`src/rtl/psram_acq_writer.sv`:
```
// Acquisition-side sequencer for the QPI PSRAM driver. It drains the sample FIFO as page-bounded
// burst writes, then serves single-word readback requests through the same driver port.
module psram_acq_writer #(
  parameter logic [22:0] BASE_ADDR  = 23'h000000,
  parameter int unsigned MAX_WORDS  = 4194304,
  parameter int unsigned PAGE_BYTES = 1024
) (
  input  logic        mem_clk,
  input  logic        rst_n,
  input  logic        qpi_on,
  input  logic        acq_start,
  input  logic        acq_stop,
  input  logic        fifo_empty,
  input  logic        write_ended,
  input  logic        endcommand,
  input  logic [15:0] psram_data,
  input  logic        rd_req,
  input  logic [21:0] rd_index,
  output logic [22:0] address,
  output logic [1:0]  read_write,
  output logic        quad_start,
  output logic        burst_mode,
  output logic        stop_acquisition,
  output logic [22:0] words_written,
  output logic        busy,
  output logic        acq_done,
  output logic [15:0] rd_data,
  output logic        rd_valid,
  output logic        rd_err
);

  localparam int unsigned   AW        = 23;
  localparam logic [AW-1:0] MAX_W     = AW'(MAX_WORDS);
  localparam logic [AW-1:0] PAGE_MASK = AW'(PAGE_BYTES - 1);
  localparam logic [AW-1:0] PAGE_LAST = AW'(PAGE_BYTES - 2);
  localparam logic [1:0]    RW_IDLE   = 2'd0;
  localparam logic [1:0]    RW_WRITE  = 2'd1;
  localparam logic [1:0]    RW_READ   = 2'd2;

  typedef enum logic [2:0] {
    IDLE, READY, WR_WAIT, WR_ISSUE, WR_BUSY, DONE, RD_ISSUE, RD_BUSY
  } state_t;

  state_t        state;
  logic          stop_latch;
  logic [AW-1:0] wr_addr_c;
  logic [AW-1:0] rd_addr_c;
  logic          last_in_page_c;
  logic          last_word_c;
  logic          stop_req_c;
  logic          rd_in_range_c;

  // Byte address of the word about to be written; also the restart address after a burst break.
  assign wr_addr_c      = BASE_ADDR + {words_written[AW-2:0], 1'b0};
  assign rd_addr_c      = BASE_ADDR + {rd_index, 1'b0};
  assign last_in_page_c = (wr_addr_c & PAGE_MASK) == PAGE_LAST;
  assign last_word_c    = (words_written + AW'(1)) == MAX_W;
  assign stop_req_c     = stop_latch | acq_stop;
  assign rd_in_range_c  = {1'b0, rd_index} < words_written;

  always_ff @(posedge mem_clk or negedge rst_n) begin
    if (!rst_n) begin
      state            <= IDLE;
      stop_latch       <= 1'b0;
      address          <= '0;
      read_write       <= RW_IDLE;
      quad_start       <= 1'b0;
      burst_mode       <= 1'b0;
      stop_acquisition <= 1'b0;
      words_written    <= '0;
      busy             <= 1'b0;
      acq_done         <= 1'b0;
      rd_data          <= '0;
      rd_valid         <= 1'b0;
      rd_err           <= 1'b0;
    end else begin
      quad_start <= 1'b0;
      rd_valid   <= 1'b0;
      rd_err     <= 1'b0;

      if ((state inside {WR_WAIT, WR_ISSUE, WR_BUSY}) && acq_stop)
        stop_latch <= 1'b1;

      case (state)
        IDLE: begin
          if (qpi_on)
            state <= READY;
        end

        // acq_start has priority over a simultaneous readback request.
        READY, DONE: begin
          if (acq_start) begin
            words_written <= '0;
            acq_done      <= 1'b0;
            busy          <= 1'b1;
            state         <= WR_WAIT;
          end else if (state == DONE && rd_req) begin
            if (rd_in_range_c) begin
              address    <= rd_addr_c;
              read_write <= RW_READ;
              burst_mode <= 1'b0;
              quad_start <= 1'b1;
              busy       <= 1'b1;
              state      <= RD_ISSUE;
            end else begin
              rd_err <= 1'b1;
            end
          end
        end

        WR_WAIT: begin
          if (stop_req_c || words_written == MAX_W) begin
            acq_done   <= 1'b1;
            read_write <= RW_IDLE;
            burst_mode <= 1'b0;
            busy       <= 1'b0;
            stop_latch <= 1'b0;
            state      <= DONE;
          end else if (!fifo_empty) begin
            address    <= wr_addr_c;
            read_write <= RW_WRITE;
            burst_mode <= 1'b1;
            quad_start <= 1'b1;
            state      <= WR_ISSUE;
          end
        end

        WR_ISSUE: state <= WR_BUSY;

        // Flag the driver to end the burst after a page-final, capture-final or stopped word.
        WR_BUSY: begin
          if (write_ended) begin
            words_written <= words_written + AW'(1);
            if (last_in_page_c || last_word_c || stop_req_c)
              stop_acquisition <= 1'b1;
          end
          if (endcommand) begin
            stop_acquisition <= 1'b0;
            state            <= WR_WAIT;
          end
        end

        RD_ISSUE: state <= RD_BUSY;

        RD_BUSY: begin
          if (endcommand) begin
            rd_data    <= psram_data;
            rd_valid   <= 1'b1;
            read_write <= RW_IDLE;
            busy       <= 1'b0;
            state      <= DONE;
          end
        end

        default: state <= IDLE;
      endcase
    end
  end

endmodule

```
`config.mk`:
```
export PLATFORM = sky130hd
export DESIGN_NAME = psram_acq_writer
export DESIGN_NICKNAME = d
export VERILOG_FILES = /design/src/rtl/psram_acq_writer.sv
export SDC_FILE = /design/constraint.sdc
export NUM_CORES = 1
export LEC_CHECK = 0
export CAP_MARGIN = 0
export CORE_MARGIN = 2
export CORE_UTILIZATION = 30
export CTS_BUF_LIST = sky130_fd_sc_hd__clkbuf_16
export DETAILED_ROUTE_END_ITERATION = 8
export SYNTH_ARGS = -nofsm -noshare
export SYNTH_HDL_FRONTEND = slang
export SYNTH_SLANG_ARGS = --single-unit
```
`constraint.sdc`:
```
create_clock -name mem_clk -period 4.45 [get_ports mem_clk]
set_input_delay 0.445 -clock mem_clk [delete_from_list [all_inputs] [get_ports mem_clk]]
set_output_delay 0.445 -clock mem_clk [all_outputs]
set_load 0.05 [all_outputs]
```
==> run metrics <==
IO Pins 118; sequential share of power between 20% and 30%; Crit Reg-Reg Endpoint address[9]; PortBufs about 120; CTS Hold Buffers Added 0; leak pwr 2.560 nW; min Tclk post-route 3.004 ns; initial antenna violation count 0; row count 44; dpl ws 1.304 ns; CP Class flip-flop to flip-flop; layout cells sized above 1 10.74%; WL met2 6142 um; # resized after CTS 0; DRT antenna net count 0; Tot Pwr between 3 and 4 mW; die width 126.0 um; Sum Neg Setup Slack 0 ns; EDFF count, synth 0; Req. time, crit path 4.67 ns; post-synthesis simple-gate area fraction roughly a fifth; Least-Margin Pin Slew slightly below 1 ns; CP Capture Type flip-flop; crit-path max FO 11; met3 wire length roughly 850 um; vias in the first global route 4,076; top cells by area, synth dfrtp_1 41%, ha_1 6.7%, nand2_1 6.6%; final worst slack 1.446 ns; YS warnings 0; Final period util 67.51%; Post-synth ARST share 100.0%; die height 126.0 um; placed cell count 764; status finished clean; switching share of power 43.46%; #FFs+latches synth 74; antenna cells 0; Seq/Total Area, Yosys between 40 and 50%; final net count 662; final setup vio count 0; Worst slew margin 34.28%; min-delay worst type input port to asynchronous set/reset pin; Syn Area/Cell 9.270 sq um; post-layout util 42.02%; CTS Buffer Depth 2; synth unique cells 71; R2R setup slack 1.45 ns; detailed placement HPWL 9717 um; share of the synthesized area in the top cell type roughly two fifths; starting density of the core 30.74%; Root Driver clkbuf_16; Area Overhead vs Synth 36.68%; grt ovf 0; DRC viols 0; area of the mapped netlist 4468 sq um; CORE AREA 14,530 sq um; routed vias 4,149; Avg Vias per Cell approximately 5.3; Global Route Usage Sum 16.99%; worst vdd ir 0.2679 mV; Clock Latency Late Sink between 0.3 and 0.4 ns; die area around 16,000 sq um; FF-to-FF Start words_written[13]; ys flop type dfrtp_1; top layer in use met4; pin count of the biggest net entering global routing between 70 and 80; global-route wire length before repair between 20,000 and 25,000 um; Final Max Tran Viols 0; syn_nets 553; drt pass-1 iters 6; CTS tree built; Worst Setup Start Kind flip-flop; Comb power frac 48.1%; P_int 1.965 mW; final hold viol count 0; Max Fclk between 0.3 and 0.4 GHz; multiplexer share of the synthesized area roughly 12%; # fillers 1,466; Iter 0 DRT Violations about 290; largest family of logic cells by synthesized area simple AND/OR/NAND/NOR gates; CTS sink cnt 74; H-tree depth 3; Post-Synthesis Cells around 480; gpl congestion between 0.9 and 1; RSZ-0062 raised after global routing false; CTS buffer count 9; Post-Route Skew 0.009239 ns; xor/xnor share of the synthesized area 0.7841%; post-route insts no fill 780; Post CTS Setup Buffer Count 0; Clk pwr share 22.1%; top cell type by total area after synthesis dfrtp_1; Max-Cap Viols 0; Reg clk slew, reported paths ~0.06 ns; Worst Path Arrival 3.22 ns; Worst Setup SP words_written[13]; routed wire length per instance roughly 17 um; R2R depth 9; Net Switching 1.510 mW; metal1 wirelength 6202 um; pwr/cell area 568.9 nW/um^2; complex-gate fraction of the synthesized area 14.45%; post-synthesis adder-cell area fraction 6.721%; Routed Wire Length 13,400 um
-- placed cells by master (no fill, tap or decap), drive strengths merged, types with 2 or more instances in the layout --
master	count
xnor2	3
nor2b	2
or4	2
o211ai	3
mux2i	2
inv	25
mux2	44
nand2	78
o22ai	2
nor2	32
o21ai	39
nor4	8
o31ai	2
a21oi	18
nor3	12
nor3b	2
a22o	2
or3	5
bufinv	2
buf	8
a21o	4
nand3	20
dfrtp	74
and3	2
clkdlybuf4s50	115
ha	24
nor4b	2
nand4	13
o41ai	4
a31oi	7
clkinv	5
clkbuf	9
-- flip-flops by register name, summed over array words and instances (netlist names), 2 cells and up --
register and cells:
rd_data 16, state 3, read_write 2, address 22, words_written 23
-- cells by family (layout without fill, tap and decap cells) --
group,Yosys count,count (layout)
and+or+nand+nor,183,183
AOI/OAI and AO/OA,99,99
DFF,74,74
buffers and inverters,51,165
muxes,46,46
adders and majority gates,24,24
xor gates and xnor gates,4,4
other,1,1
-- synthesized netlist by cell type (all sizes together) (2+ instances only) --
library cell	count
nand2	78
dfrtp	74
mux2	44
o21ai	39
nor2	32
inv	25
ha	24
nand3	20
a21oi	18
clkbuf	15
nand4	13
nor3	12
buf	10
nor4	8
a31oi	7
or3	5
a21o	4
o41ai	4
o211ai	3
xnor2	3
a22o	2
and3	2
mux2i	2
nor2b	2
nor3b	2
nor4b	2
o22ai	2
o31ai	2
or4	2
-- final cells by class --
class                           count  area, sq um  area share, %
Clock buffer                        9        225.2          3.688
Tap cell                          184        230.2          3.770
Sequential cell                    74         1852          30.32
Clock inverter                      7        83.83          1.373
Timing Repair Buffer              123         1211          19.83
Multi-Input combinational cell    357         2407          39.42
Inverter                           26        97.59          1.598
-- power by group through the flow --
stage                     logic (mW)  registers [mW]  clock network (mW)
after global routing            1.76            1.07               0.815
after floorplan                0.458            1.66                   0
after CTS                       1.68            1.04               0.787
after detailed placement        1.67            1.05                   0
after global placement          1.65            1.04                   0
final                           1.67            1.03               0.770
-- metrics by stage --
step | hold WS (ns) | instance area [sq um]
after floorplan | 0.1494 | 4468
after global placement | 0.4626 | 5798
after detailed placement | 0.4661 | 5798
after CTS | 0.3142 | 6107
after global routing | 0.3647 | 6107
final | 0.2778 | 6107
-- routing by layer --
layer  vias up  GRT usage (%)
met5         -              0
met4         0          5.107
li1       1956              -
met2       151          26.38
met3        16          3.993
met1      2026          23.62
-- worst max-delay path: stages, from the launching register on --
cell     delay, ns
dfrtp_1       0.57
inv_1         0.23
ha_1          0.34
nand2_1       0.05
o21a_1        0.18
o211a_1       0.22
o21ai_0       0.53
o22ai_2       0.19
buf_4         0.23
mux2_1        0.32
-- worst max-delay path by stage --
stage	to	slack, ns	depth (start not counted)
2_1_floorplan	address[10]	1.49	9
3_3_place_gp	address[22]	1.37	9
3_5_place_dp	address[21]	1.30	9
4_1_cts	address[12]	1.49	9
5_1_grt	address[12]	1.16	9
6_report	address[9]	1.45	9
Note: power is estimated with default switching activity, not from simulation.
==> edit 1: new RTL, same settings <==
Make the reset (`rst_n`) synchronous in one clocked block.
--- a/src/rtl/psram_acq_writer.sv
+++ b/src/rtl/psram_acq_writer.sv
@@ -59,5 +59,5 @@
   assign rd_in_range_c  = {1'b0, rd_index} < words_written;
 
-  always_ff @(posedge mem_clk or negedge rst_n) begin
+  always_ff @(posedge mem_clk) begin
     if (!rst_n) begin
       state            <= IDLE;
Check against the original RTL: differs if rst_n is asserted again (counterexample within 4 cycles, from zero or initial values and one cycle with rst_n low); with rst_n held inactive, the same outputs for 10 cycles.
==> edit 1 against the original RTL <==
  * Routed wire length decreased by 0.10%
  * Count of clock-buffer cells in the layout did not move
  * Sequential cell count stayed put
  * Final cell count up 7.2%
  * Area after synthesis down 2.9%
  * Final area fell by 3.2%
  * Setup slack got worse by 0.19 ns
Power is not compared: it rests on default switching activity, and its combinational part moved more than twofold at a synthesized area within 25%.
==> edit 1: results (changes against the original RTL) <==
STA
  – Fin Clk Skew: 0.007690 ns (-0.001549 ns)
  – Least-Margin Pin Slew: 1.256 ns (+0.2702 ns)
  – WHS: 0.4550 ns (+0.1771 ns)

Final layout
  – Fraction of area in multi-input gates: 43.65% (+4.2 points)
  – ClkCell Share: 5.229% (+0.17 points)
  – Logic inverters: 27 (+3.8%)
  – Non-Filler Instances: 836 (+7.2%)
  – Share of cells above drive strength 1: 8.841% (-1.9 points)
  – #MultiIn Comb: 416 (+17%)
  – Sequential cells: 74 (unchanged)
  – Fillers: 1,407 (-4.0%)
  – Sequential Area: 1481 sq um (-20%)
  – Final Util: 42.25% (+0.23 points)
  – Non-clock buffers, area share: 20.53% (+0.70 points)
  – Nets: 722 (+9.1%)

Synthesis
  – XOR/XNOR Fraction of Synth Area: 1.817% (+1.0 points)
  – Post-synth top cells: nand2_1, dfxtp_1, nor2_1, a21oi_1
  – Synth top area cells: dfxtp_1, nand2_1, a311oi_2, ha_1, a21oi_1
  – Post-Synthesis Cells: 555 (+15%)
  – Yosys cell types: 55 (-23%)
  – Synth Area in Adders: 6.920% (+0.20 points)
  – Compound-gate portion of the synthesized area: 24.37% (+9.9 points)
  – Post-synthesis mux area share: 0.4614% (-11 points)
  – Top_reg_cell synth: dfxtp_1
  – Ys async rst share: 0% (-100 points)
  – Post-synthesis net count: 626 (+13%)

Clock tree
  – Clock-pin slew on the worst setup and hold paths: 0.06 ns (about the same)
  – Clock Tree Buf Depth: 2 (unchanged)

Worst setup path
  – Crit path largest cell delay: 0.53 ns (-0.04 ns)
  – Crit path arrival time: 3.43 ns (+0.21 ns)
  – Critical-path maximum fanout: 44 (+33)
  – Reg2reg start: words_written[8]
  – CP max stage cell: dfxtp_1
  – FF-to-FF setup slack: 1.26 ns (-0.19 ns)
  – Worst R2R Path Depth: 10 (+1)

Pwr
  – P_leak: 1.967 nW
  – Switching part of the total power: 36.78%

Outcome
  – Status: complete, no violations

Min path
  – Hold Crit Class: flop to flop

Place
  – Post-Place Worst Slack: 1.047 ns (-0.2566 ns)
  – Placed insts: 820 (+7.3%)
  – DP Area: 5602 sq um (-3.4%)
  – GP Congestion: 0.8458 (-9.0%)
  – Detailed Place HPWL: 9771 um (+0.56%)

Global route
  – First-pass GRT wire length: 22,030 um (+1.4%)
  – Total track usage: 17.40% (+0.41 points)
  – Pin count of the biggest net entering global routing: 55 (-27%)

Detailed routing
  – Drt total wl: 13,390 um (-0.10%)
  – Via count: 4,419 (+6.5%)
  – DRT iter0 DRCs: 281 (-2.1%)

Floorplanning
  – FP Rows: 43 (-2.3%)
==> edit 1: worst max-delay path by stage <==
stage	start	endpoint	slack (ns)	cells after the start
2_1_floorplan	words_written[20]	address[10]	1.43	12
3_3_place_gp	rd_index[8]	address[19]	1.18	10
3_5_place_dp	rd_index[8]	address[15]	1.05	10
4_1_cts	words_written[8]	address[15]	1.26	10
5_1_grt	words_written[10]	address[15]	0.94	10
6_report	words_written[8]	address[15]	1.26	10
==> edit 1: worst max-delay path: cells and delay by family, from the launching register on <==
kind | cells | cell delay (ns)
fa+ha+maj | 1 | 0.31
buf+inv | 2 | 0.59
simple gates | 1 | 0.13
flops | 1 | 0.53
compound gates | 6 | 1.49
==> edit 1: routing by layer <==
layer / up-vias / GRT usage [%] / share of wire (%)
met5: - / 0 / 0
li1: 2170 / - / -
met1: 2073 / 22.15 / 45
met2: 148 / 27.39 / 45
met3: 28 / 4.639 / 7.5
met4: 0 / 8.196 / 2.8
==> edit 2: new RTL, config.mk and constraints unchanged <==
Made on the original files. `PAGE_BYTES`: 1024 -> 768.
--- a/src/rtl/psram_acq_writer.sv
+++ b/src/rtl/psram_acq_writer.sv
@@ -4,5 +4,5 @@
   parameter logic [22:0] BASE_ADDR  = 23'h000000,
   parameter int unsigned MAX_WORDS  = 4194304,
-  parameter int unsigned PAGE_BYTES = 1024
+  parameter int unsigned PAGE_BYTES = 768
 ) (
   input  logic        mem_clk,
Check against the original RTL: no difference found for any inputs over 4 cycles, from zero or initial values and one cycle with rst_n low; that may be too few to reach the edited logic, so the function may still have changed.
==> edit 2 against the original RTL <==
  * Largest cell class unchanged
  * Sequential cell count unchanged
  * Total power down 2.7%
  * Setup slack worse by 0.050 ns
  * Routed wire length down 2.4%
  * Final area down 0.37%
  * Largest power group unchanged
  * Count of clock-buffer cells in the layout unchanged
  * Fmax decreased by 1.6%
  * Area after synthesis rose by 1.2%
  * Highest routed layer unchanged
==> edit 2: results (changes against the original RTL) <==
Outcome
  – Status: complete, no violations

STA
  – Least-Margin Pin Slew: 1.048 ns (+0.06239 ns)
  – Fin Clk Skew: 0.009552 ns (+0.0003127 ns)

Pwr
  – Psw: 1.474 mW (-2.3%)
  – Max VDD drop: 0.2824 mV (+5.4%)

Worst setup path
  – Critical path depth in cells: 8 (-1)
  – Crit path arrival time: 3.27 ns (+0.05 ns)
  – Critical-path maximum fanout: 23 (+12)
  – CP max stage cell: a31o_2

Detailed routing
  – DR WL/cell: 16.86 um (-1.9%)
  – DRT iter0 DRCs: 249 (-13%)
  – Drt total wl: 13,080 um (-2.4%)
  – Drt pass-1 iters: 4 (-2)
  – Vias per inst: 5.205 (-2.1%)

Synthesis
  – Register area share after synthesis: 40.95% (-0.49 points)
  – Post-synth top cells: nand2_1, dfrtp_1, mux2_2, o21ai_0
  – Synth Area in Adders: 6.364% (-0.36 points)
  – XOR/XNOR Fraction of Synth Area: 1.743% (+0.96 points)
  – Post-synthesis mux area share: 11.43% (-0.11 points)
  – Compound-gate portion of the synthesized area: 15.22% (+0.77 points)
  – Synth top area cells: dfrtp_1, mux2_2, nand2_1, ha_1, o21ai_0
  – Post-synthesis net count: 556 (+0.54%)

Global route
  – Total track usage: 16.35% (-0.65 points)
  – First-pass GRT wire length: 21,030 um (-3.2%)
  – Number of antenna violations at the first check in global routing: 0 (unchanged)
  – Vias in the first global route: 3,991 (-2.1%)

Final layout
  – Nets: 657 (-0.76%)
  – Fillers: 1,438 (-1.9%)
  – Share of cells above drive strength 1: 14.19% (+3.5 points)

Place
  – DP Area: 5782 sq um (-0.28%)
  – GP Congestion: 0.8622 (-7.3%)
  – Detailed Place HPWL: 9629 um (-0.90%)

Clock tree
  – Number of buffers created by CTS: 9 (unchanged)
==> edit 2: layout make-up <==
type	count	area [sq um]	area share (%)
repair buffers	119	1181	19.41
inverters	29	108.9	1.789
clock inverters	7	77.57	1.275
well taps	184	230.2	3.784
clock buffers	9	225.2	3.701
flip-flops and latches	74	1852	30.43
multi-input cells	354	2410	39.61
==> edit 2: kinds of logic after synthesis <==
kind of cell	count (synthesis)
and+or+nand+nor	169
AOI/OAI and AO/OA	106
adders and majority gates	23
other	1
muxes	46
buffers and inverters	58
DFF	74
xor gates and xnor gates	9
==> edit 2: through the flow <==
| step | power, mW | hold WS (ns) |
|---|---|---|
| after detailed placement | 2.659 | 0.4620 |
| after CTS | 3.416 | 0.3008 |
| after global routing | 3.562 | 0.3490 |
| final | 3.379 | 0.2563 |
| after floorplan | 2.091 | 0.1494 |
| after global placement | 2.642 | 0.4637 |
==> edit 2: final timing paths <==
kind	start	to	slack, ns
setup / recovery	words_written[6]	address[10]	1.40
setup reg to reg	words_written[6]	address[10]	1.40
hold / removal	rst_n	address[5]	0.26
hold reg to reg	rd_data[7]	rd_data[7]	0.47
min in group mem_clk	rd_data[7]	rd_data[7]	0.47
max in group asynchronous	rst_n	address[10]	3.56
==> edit 2: layer usage <==
| metal | global-route usage, % | wire length, um |
|---|---|---|
| met1 | 22.46 | 5994 |
| met2 | 26.36 | 6330 |
| met3 | 3.079 | 602 |
| met4 | 4.783 | 155 |
| met5 | 0 | 0 |
==> edit 2: power groups by stage <==
stage	clock network, mW	registers [mW]	logic [mW]
after global placement	0	1.02	1.62
after CTS	0.759	1.02	1.64
after global routing	0.796	1.05	1.72
after detailed placement	0	1.03	1.63
final	0.740	1.02	1.62
after floorplan	0	1.61	0.477
